[src/rtl/mux_scan_ctrl.sv]
// mux_scan_ctrl: steps a 4:1 mux through the enabled channels, waits for
// the mux output to settle on each one, and captures one bit per channel.
// Ports: clk, rst (async, active-high), start, mask[3:0], y_in
//        -> sel0, sel1, sample[3:0], busy, done, valid (all registered).
module mux_scan_ctrl #(
  parameter int DWELL  = 4,
  parameter int SETTLE = 2
) (
  input  logic       clk,
  input  logic       rst,
  input  logic       start,
  input  logic [3:0] mask,
  input  logic       y_in,
  output logic       sel0,
  output logic       sel1,
  output logic [3:0] sample,
  output logic       busy,
  output logic       done,
  output logic       valid
);

  typedef enum logic [1:0] {
    IDLE,
    SCAN,
    FINISH
  } state_t;

  localparam logic [7:0] CNT_LAST = 8'(DWELL - 1);
  localparam logic [7:0] CNT_SMP  = 8'(SETTLE);

  state_t     state;
  logic [7:0] cnt;
  logic [3:0] mask_q;
  logic [1:0] sel;

  logic [1:0] first_ch;
  logic [1:0] next_ch;
  logic       has_next;

  assign sel0 = sel[0];
  assign sel1 = sel[1];

  // Descending loops so the last hit is the lowest qualifying channel.
  always_comb begin
    first_ch = 2'd0;
    next_ch  = sel;
    has_next = 1'b0;
    for (int k = 3; k >= 0; k--) begin
      if (mask[k]) first_ch = 2'(k);
    end
    for (int k = 3; k >= 0; k--) begin
      if (mask_q[k] && (k > int'(sel))) begin
        next_ch  = 2'(k);
        has_next = 1'b1;
      end
    end
  end

  always_ff @(posedge clk or posedge rst) begin
    if (rst) begin
      state  <= IDLE;
      cnt    <= 8'd0;
      mask_q <= 4'd0;
      sel    <= 2'd0;
      sample <= 4'd0;
      busy   <= 1'b0;
      done   <= 1'b0;
      valid  <= 1'b0;
    end else begin
      unique case (state)
        IDLE: begin
          done <= 1'b0;
          if (start) begin
            mask_q <= mask;
            sample <= 4'd0;
            cnt    <= 8'd0;
            if (mask != 4'd0) begin
              state <= SCAN;
              sel   <= first_ch;
              busy  <= 1'b1;
              valid <= 1'b0;
            end else begin
              // Nothing to scan: report an empty, valid result at once.
              state <= FINISH;
              done  <= 1'b1;
              valid <= 1'b1;
            end
          end
        end
        SCAN: begin
          if (cnt == CNT_SMP) sample[sel] <= y_in;
          if (cnt == CNT_LAST) begin
            cnt <= 8'd0;
            if (has_next) begin
              sel <= next_ch;
            end else begin
              state <= FINISH;
              busy  <= 1'b0;
              done  <= 1'b1;
              valid <= 1'b1;
            end
          end else begin
            cnt <= cnt + 8'd1;
          end
        end
        FINISH: begin
          done  <= 1'b0;
          state <= IDLE;
        end
        default: state <= IDLE;
      endcase
    end
  end

endmodule

[config.mk]
export PLATFORM = sky130hd
export DESIGN_NAME = mux_scan_ctrl
export DESIGN_NICKNAME = d
export VERILOG_FILES = /design/src/rtl/mux_scan_ctrl.sv
export SDC_FILE = /design/constraint.sdc
export NUM_CORES = 1
export LEC_CHECK = 0
export BUFFER_PORTS_ARGS = -buffer_cell sky130_fd_sc_hd__buf_4
export CAP_MARGIN = 0
export CORE_ASPECT_RATIO = 0.7
export CORE_UTILIZATION = 42
export DETAILED_ROUTE_END_ITERATION = 8
export PLACE_DENSITY_LB_ADDON = 0.3
export SYNTH_ARGS = -nofsm -noshare
export SYNTH_HDL_FRONTEND = slang
export SYNTH_SLANG_ARGS = --single-unit
[constraint.sdc]
create_clock -name clk -period 1.9 [get_ports clk]
set_clock_uncertainty 0.15 [all_clocks]
set_input_delay 0.38 -clock clk [delete_from_list [all_inputs] [get_ports clk]]
set_output_delay 0.38 -clock clk [all_outputs]
set_load 0.005 [all_outputs]
# Yosys cells after proc, flatten, opt, wreduce, memory -nomap -nowiden
# Cells that the tools add are included.
[word_totals] in_bits=8 regBits=23
[op_classes] addsub=1 reduce_logical=16 eq_ne=11 mux=41 magnitude_cmp=5
[op_table] cell="2-bit two-way mux" count=15
[op_table] cell="8-bit by 2-bit equality test with 1-bit output, second input constant" count=2
[op_table] cell="8-bit two-way mux" count=2
[op_table] cell="8-bit case mux with 2 select lines" count=1
[op_table] cell="1-bit two-way mux" count=13
[op_table] cell="2-bit != test, second input constant" count=6
[op_table] cell="3-bit AND reduction" count=3
[op_table] cell="8-bit by 1-bit adder with 8-bit output, second input constant" count=1
[op_table] cell="4-bit two-way mux" count=2
[op_table] cell="2-bit case mux with 2 select lines" count=2
[op_table] cell="4-bit case mux with 2 select lines" count=1
[op_table] cell="6-bit AND reduction" count=1
[op_table] cell="5-bit AND reduction" count=1
[op_table] cell="4-bit bitwise mux" count=1
[op_table] cell="2-bit greater-than comparator, first input constant" count=2
[op_table] cell="1-bit logical AND" count=4
[op_table] cell="4-bit != test, second input constant" count=1
[op_table] cell="1-bit case mux with 2 select lines" count=2
[op_table] cell="2-bit AND reduction" count=2
[op_table] cell="4-bit AND reduction" count=1
[op_table] cell="4-bit nonzero test" count=1
[op_table] cell="2-bit by 3-bit < comparator with 1-bit output, second input constant" count=1
[op_table] cell="1-bit case mux with 3 select lines" count=1
[op_table] cell="3-bit nonzero test" count=1
[op_table] cell="other kinds (7)" count=7

# Longest topological paths before layout
[logic_depth] word_depth=8 ltp_mapped=8 ltp_nobuf=7

# Worst setup path after synthesis
# No wires, ideal clock.
[synth_timing] path_type="reg-to-reg" from="reg state[0]" to="reg sample[1]" setup_ns=0.121 arrival_ns=1.684 required_ns=1.629 path_stages_with_launch=7 period_less_slack_ns=1.955 setup_slack_ns=-0.055 cell_sequence="dfrtp_1 -> inv_1 -> ha_1 -> mux2i_1 -> nor2_1 -> mux2_1 -> a22o_1"
[synth_between] elab_chain_cells=3 elab_cells_between_ends=7 cone_classes="eq/ne (3); mux (1); reduce/logical (3)"
[synth_rtl] item="start, declared" line_no="31" source="state_t state;"
[synth_rtl] item="start signal, assigned" line_no="61" source="state <= IDLE;"
[synth_rtl] item="start signal, assigned" line_no="78" source="state <= SCAN;"
[synth_rtl] item="start signal, assigned" line_no="84" source="state <= FINISH;"
[synth_rtl] item="2-bit by 1-bit equality test with 1-bit output or 2-bit zero test (tied branches)" line_no="70" source="unique case (state)"
[synth_rtl] item="2-bit != test (no line) or 2-bit nonzero test (tied branches)"
[synth_rtl] item="3-bit AND reduction (no line)"
[synth_rtl] item="end signal, assigned by index" line_no="91" source="if (cnt == CNT_SMP) sample[sel] <= y_in;"
[synth_rtl] item="end, declared" line_no="16" source="output logic [3:0] sample,"
# Parallel ways exist; a longest one is shown, timed or not.
# A chain may end at the register's enable or synchronous reset.

# Worst setup path after layout
[layout_timing] from="reg state[1]" to="reg sample[1]"
# The elaborated chain is that of the path after synthesis.

==> Flow_metrics.wiki <==
{| class="wikitable"
! Metric !! Value
|-
| Critical Path Start Type || flip-flop
|-
| Number of unique standard cell types used by synthesis || 37
|-
| Final WS setup || 63.0 ps
|-
| Clock latency on the worst-skew pair || 270 ps
|-
| Global-route wire length before repair || 4570 um
|-
| GRT Residual Overflow || 0
|-
| Hold Worst Slack || 225 ps
|-
| Share of the synthesized area in compound gates (AO/OA/AOI/OAI) || 15.4%
|-
| Number of flops mapped to enable cells by yosys || 0
|-
| Routability-driven placement congestion ratio || 0.854
|-
| Floorplan die area || 0.00312 mm2
|-
| Number of remaining DRC errors || 0
|-
| Row count || 15
|-
| Post-synthesis average cell area || 9.49 um2
|-
| Cells taking the most area after synthesis || sky130_fd_sc_hd__dfrtp_1 (45%), sky130_fd_sc_hd__ha_1 (5.1%), sky130_fd_sc_hd__nor2_1 (4.0%)
|-
| Layout cell share with drive strength beyond 1 || 34.9%
|-
| Final Max Tran Viols || 0
|-
| Number of antenna violations at the first check in global routing || 0
|-
| Post-Syn Nets || 141
|-
| Result of the run || finished clean
|-
| Arrival time at the worst endpoint || 1850 ps
|-
| Starting Density || 46.9%
|-
| Post-detailed-route via-to-cell ratio || 5.40
|-
| Warning count from the yosys run || 0
|-
| Largest net degree at the start of global routing || 23
|-
| IO Pins || 17
|-
| Number of max-cap violations || 0
|-
| Cts bufs inserted || 3
|-
| Port Buffers || 16
|-
| Clk sinks || 22
|-
| Fill cells || 222
|-
| Total of flip-flops plus latches after synthesis || 22
|-
| Area share of the leading cell type in the synthesized netlist || 45.3%
|-
| VDD IR-drop max || 0.697 mV
|-
| Ratio of total power to cell area || 1380 mW/mm2
|-
| Footprint of the flip-flops and latches || 551 um2
|-
| CTS tree || done
|-
| Top library cells by usage in the layout, fill and taps aside || sky130_fd_sc_hd__buf_4 (40), sky130_fd_sc_hd__dfrtp_1 (22), sky130_fd_sc_hd__nor2_1 (12), sky130_fd_sc_hd__nand2_1 (11), sky130_fd_sc_hd__a21oi_1 (7)
|-
| DRT iter0 DRCs || 39
|-
| Clock slew at the register clock pins of the worst setup and hold paths || 80 ps
|-
| Total routing usage reported by global routing || 20.3%
|-
| Library cell with the largest summed area after synthesis || sky130_fd_sc_hd__dfrtp_1
|-
| CP Class || flip-flop to flip-flop
|-
| Relative slew margins || 72.3%
|-
| Y dimension of the die || 47 um
|-
| Basic-gate share of the synthesized area counting and, or, nand and nor cells || 21.5%
|-
| Min cycle time layout || 1840 ps
|-
| Nature of the critical path endpoint || flip-flop
|-
| Dominant register cell in the synthesized netlist || sky130_fd_sc_hd__dfrtp_1
|-
| Post-Route WL || 2870 um
|-
| Pleak || 0.779 nW
|-
| Number of nets in the finished design || 184
|-
| Minimum setup slack after placement || -18.6 ps
|-
| Number of nets with antenna violations after routing || 0
|-
| Post-DP HPWL || 2110 um
|-
| Vias in the first global route || 997
|-
| Core area || 0.00259 mm2
|-
| Clock buffer depth || 2
|-
| Total via count after detailed routing || 1,096
|-
| Share of the clock period used by the worst path after layout || 96.7%
|-
| Drt pass-1 iters || 4
|-
| Setup_tns || 0 ps
|-
| Number of levels the H-tree was split into || 1
|-
| Hold Path Class || primary input to flip-flop
|-
| Setup violation total in the final timing report || 0
|-
| Horizontal die dimension || 66.3 um
|-
| WP data required || 1910 ps
|-
| Most frequent standard cell in the layout excluding fill and tap cells || sky130_fd_sc_hd__buf_4
|-
| Slew at the pin closest to its max-slew limit || 411 ps
|-
| Root Buffer || sky130_fd_sc_hd__clkbuf_8
|-
| Final hold violation count || 0
|-
| Cells after Synth || 128
|-
| Area used by multi-input combinational logic || 686 um2
|-
| Adder-Cell Fraction of Synth Area || 5.15%
|-
| Sequential share of the synthesized area || 45.3%
|-
| Fmax || 0.544 GHz
|-
| Xor and xnor fraction of the mapped netlist area || 3.60%
|-
| Post-synthesis mux area share || 5.46%
|-
| Routed wire length per instance || 14.1 um
|-
| Diodes inserted || 0
|-
| Async set-reset flop share out of synthesis || 100%
|-
| Layout-stage area growth over the synthesis result || 36.7%
|-
| Critical path fanouts, max || 4
|-
| Combinational family with the most area after synthesis || simple AND/OR/NAND/NOR gates
|-
| Total power after layout || 2.29 mW
|-
| Cell area after synthesis || 0.00121 mm2
|}
report_power, final:
group | switching (mW) | internal, mW
clock network | 0.153 | 0.142
registers | 0.102 | 0.606
logic | 0.607 | 0.685
total | 0.862 | 1.43
synth_stat cells, types with 2 or more instances:
| master | instances |
|---|---|
| sky130_fd_sc_hd__a31oi_1 | 2 |
| sky130_fd_sc_hd__o21a_1 | 3 |
| sky130_fd_sc_hd__dfrtp_1 | 22 |
| sky130_fd_sc_hd__nor2_1 | 13 |
| sky130_fd_sc_hd__a22o_1 | 3 |
| sky130_fd_sc_hd__nor3_1 | 2 |
| sky130_fd_sc_hd__nand3b_1 | 4 |
| sky130_fd_sc_hd__a21oi_1 | 8 |
| sky130_fd_sc_hd__mux2_1 | 3 |
| sky130_fd_sc_hd__nand2_1 | 12 |
| sky130_fd_sc_hd__nand4_1 | 5 |
| sky130_fd_sc_hd__nand2b_1 | 5 |
| sky130_fd_sc_hd__ha_1 | 5 |
| sky130_fd_sc_hd__o21ai_0 | 6 |
| sky130_fd_sc_hd__xor2_1 | 5 |
| sky130_fd_sc_hd__mux2_2 | 2 |
| sky130_fd_sc_hd__inv_1 | 8 |
layout make-up:
type | instances | area share, %
Multi-Input combinational cell | 95 | 41.3
Sequential cell | 22 | 33.2
Timing Repair Buffer | 41 | 18.7
Tap cell | 34 | 2.56
Clock buffer | 3 | 2.49
Inverter | 8 | 1.81
through the flow:
stage	cells	instance area [um2]	utilization [%]
2_1_floorplan	128	1220	-
3_3_place_gp	194	1510	58.5
3_5_place_dp	194	1510	58.5
4_1_cts	201	1600	61.8
5_1_grt	203	1660	64.1
6_report	203	1660	64.1
logic make-up (layout without fill, tap and decap cells):
family / after synthesis / count (layout)
buffers and inverters: 11 / 52
multiplexers: 6 / 6
flip-flops: 22 / 22
adder cells (fa/ha/maj): 5 / 5
AND/OR/NAND/NOR: 50 / 50
XOR/XNOR: 5 / 5
AO/OA/AOI/OAI: 29 / 29
worst max-delay path, cell delays in order (launching register included):
cell and delay [ps]:
sky130_fd_sc_hd__dfrtp_1 390, sky130_fd_sc_hd__inv_2 110, sky130_fd_sc_hd__ha_4 180, sky130_fd_sc_hd__mux2i_4 250
sky130_fd_sc_hd__buf_4 150, sky130_fd_sc_hd__nor2_1 40, sky130_fd_sc_hd__mux2_1 280, sky130_fd_sc_hd__a22o_1 180
layer usage:
metal | track usage (%) | vias up | part of all wire, %
met2 | 34.1 | 38 | 44
met5 | 0 | - | 0
met3 | 5.34 | 3 | 6.3
li1 | - | 532 | -
met4 | 4.68 | 0 | 0.80
met1 | 26.9 | 523 | 49
registers in the layout, indices dropped and copies added, names as in the netlist:
name / cells
cnt: 8
sample: 4
mask_q: 3
sel: 2
state: 2
busy: 1
done: 1
valid: 1
final timing paths:
| path | from | to | slack (ps) | cells past startpoint |
|---|---|---|---|---|
| setup / recovery | state[1]$_DFFE_PP0P_ | sample[1]$_DFFE_PP0P_ | 60 | 7 |
| hold / removal | mask[1] | mask_q[1]$_DFFE_PP0P_ | 220 | 2 |
| setup reg to reg | state[1]$_DFFE_PP0P_ | sample[1]$_DFFE_PP0P_ | 60 | 7 |
| hold reg to reg | valid$_DFFE_PP0P_ | valid$_DFFE_PP0P_ | 360 | 1 |
| max in group asynchronous | rst | sel[0]$_DFFE_PP0P_ | 820 | 4 |
| min in group asynchronous | rst | cnt[7]$_DFFE_PP0P_ | 550 | 4 |
what timing repair did:
action | in CTS | in global routing
endpoints found under the setup margin | 4 | 11
buffers inserted | 3 | 2
hold endpoints to repair | 11 | 0
hold buffers | 1 | 0
resized for setup | 2 | 11
(Power assumes the default switching activity.)
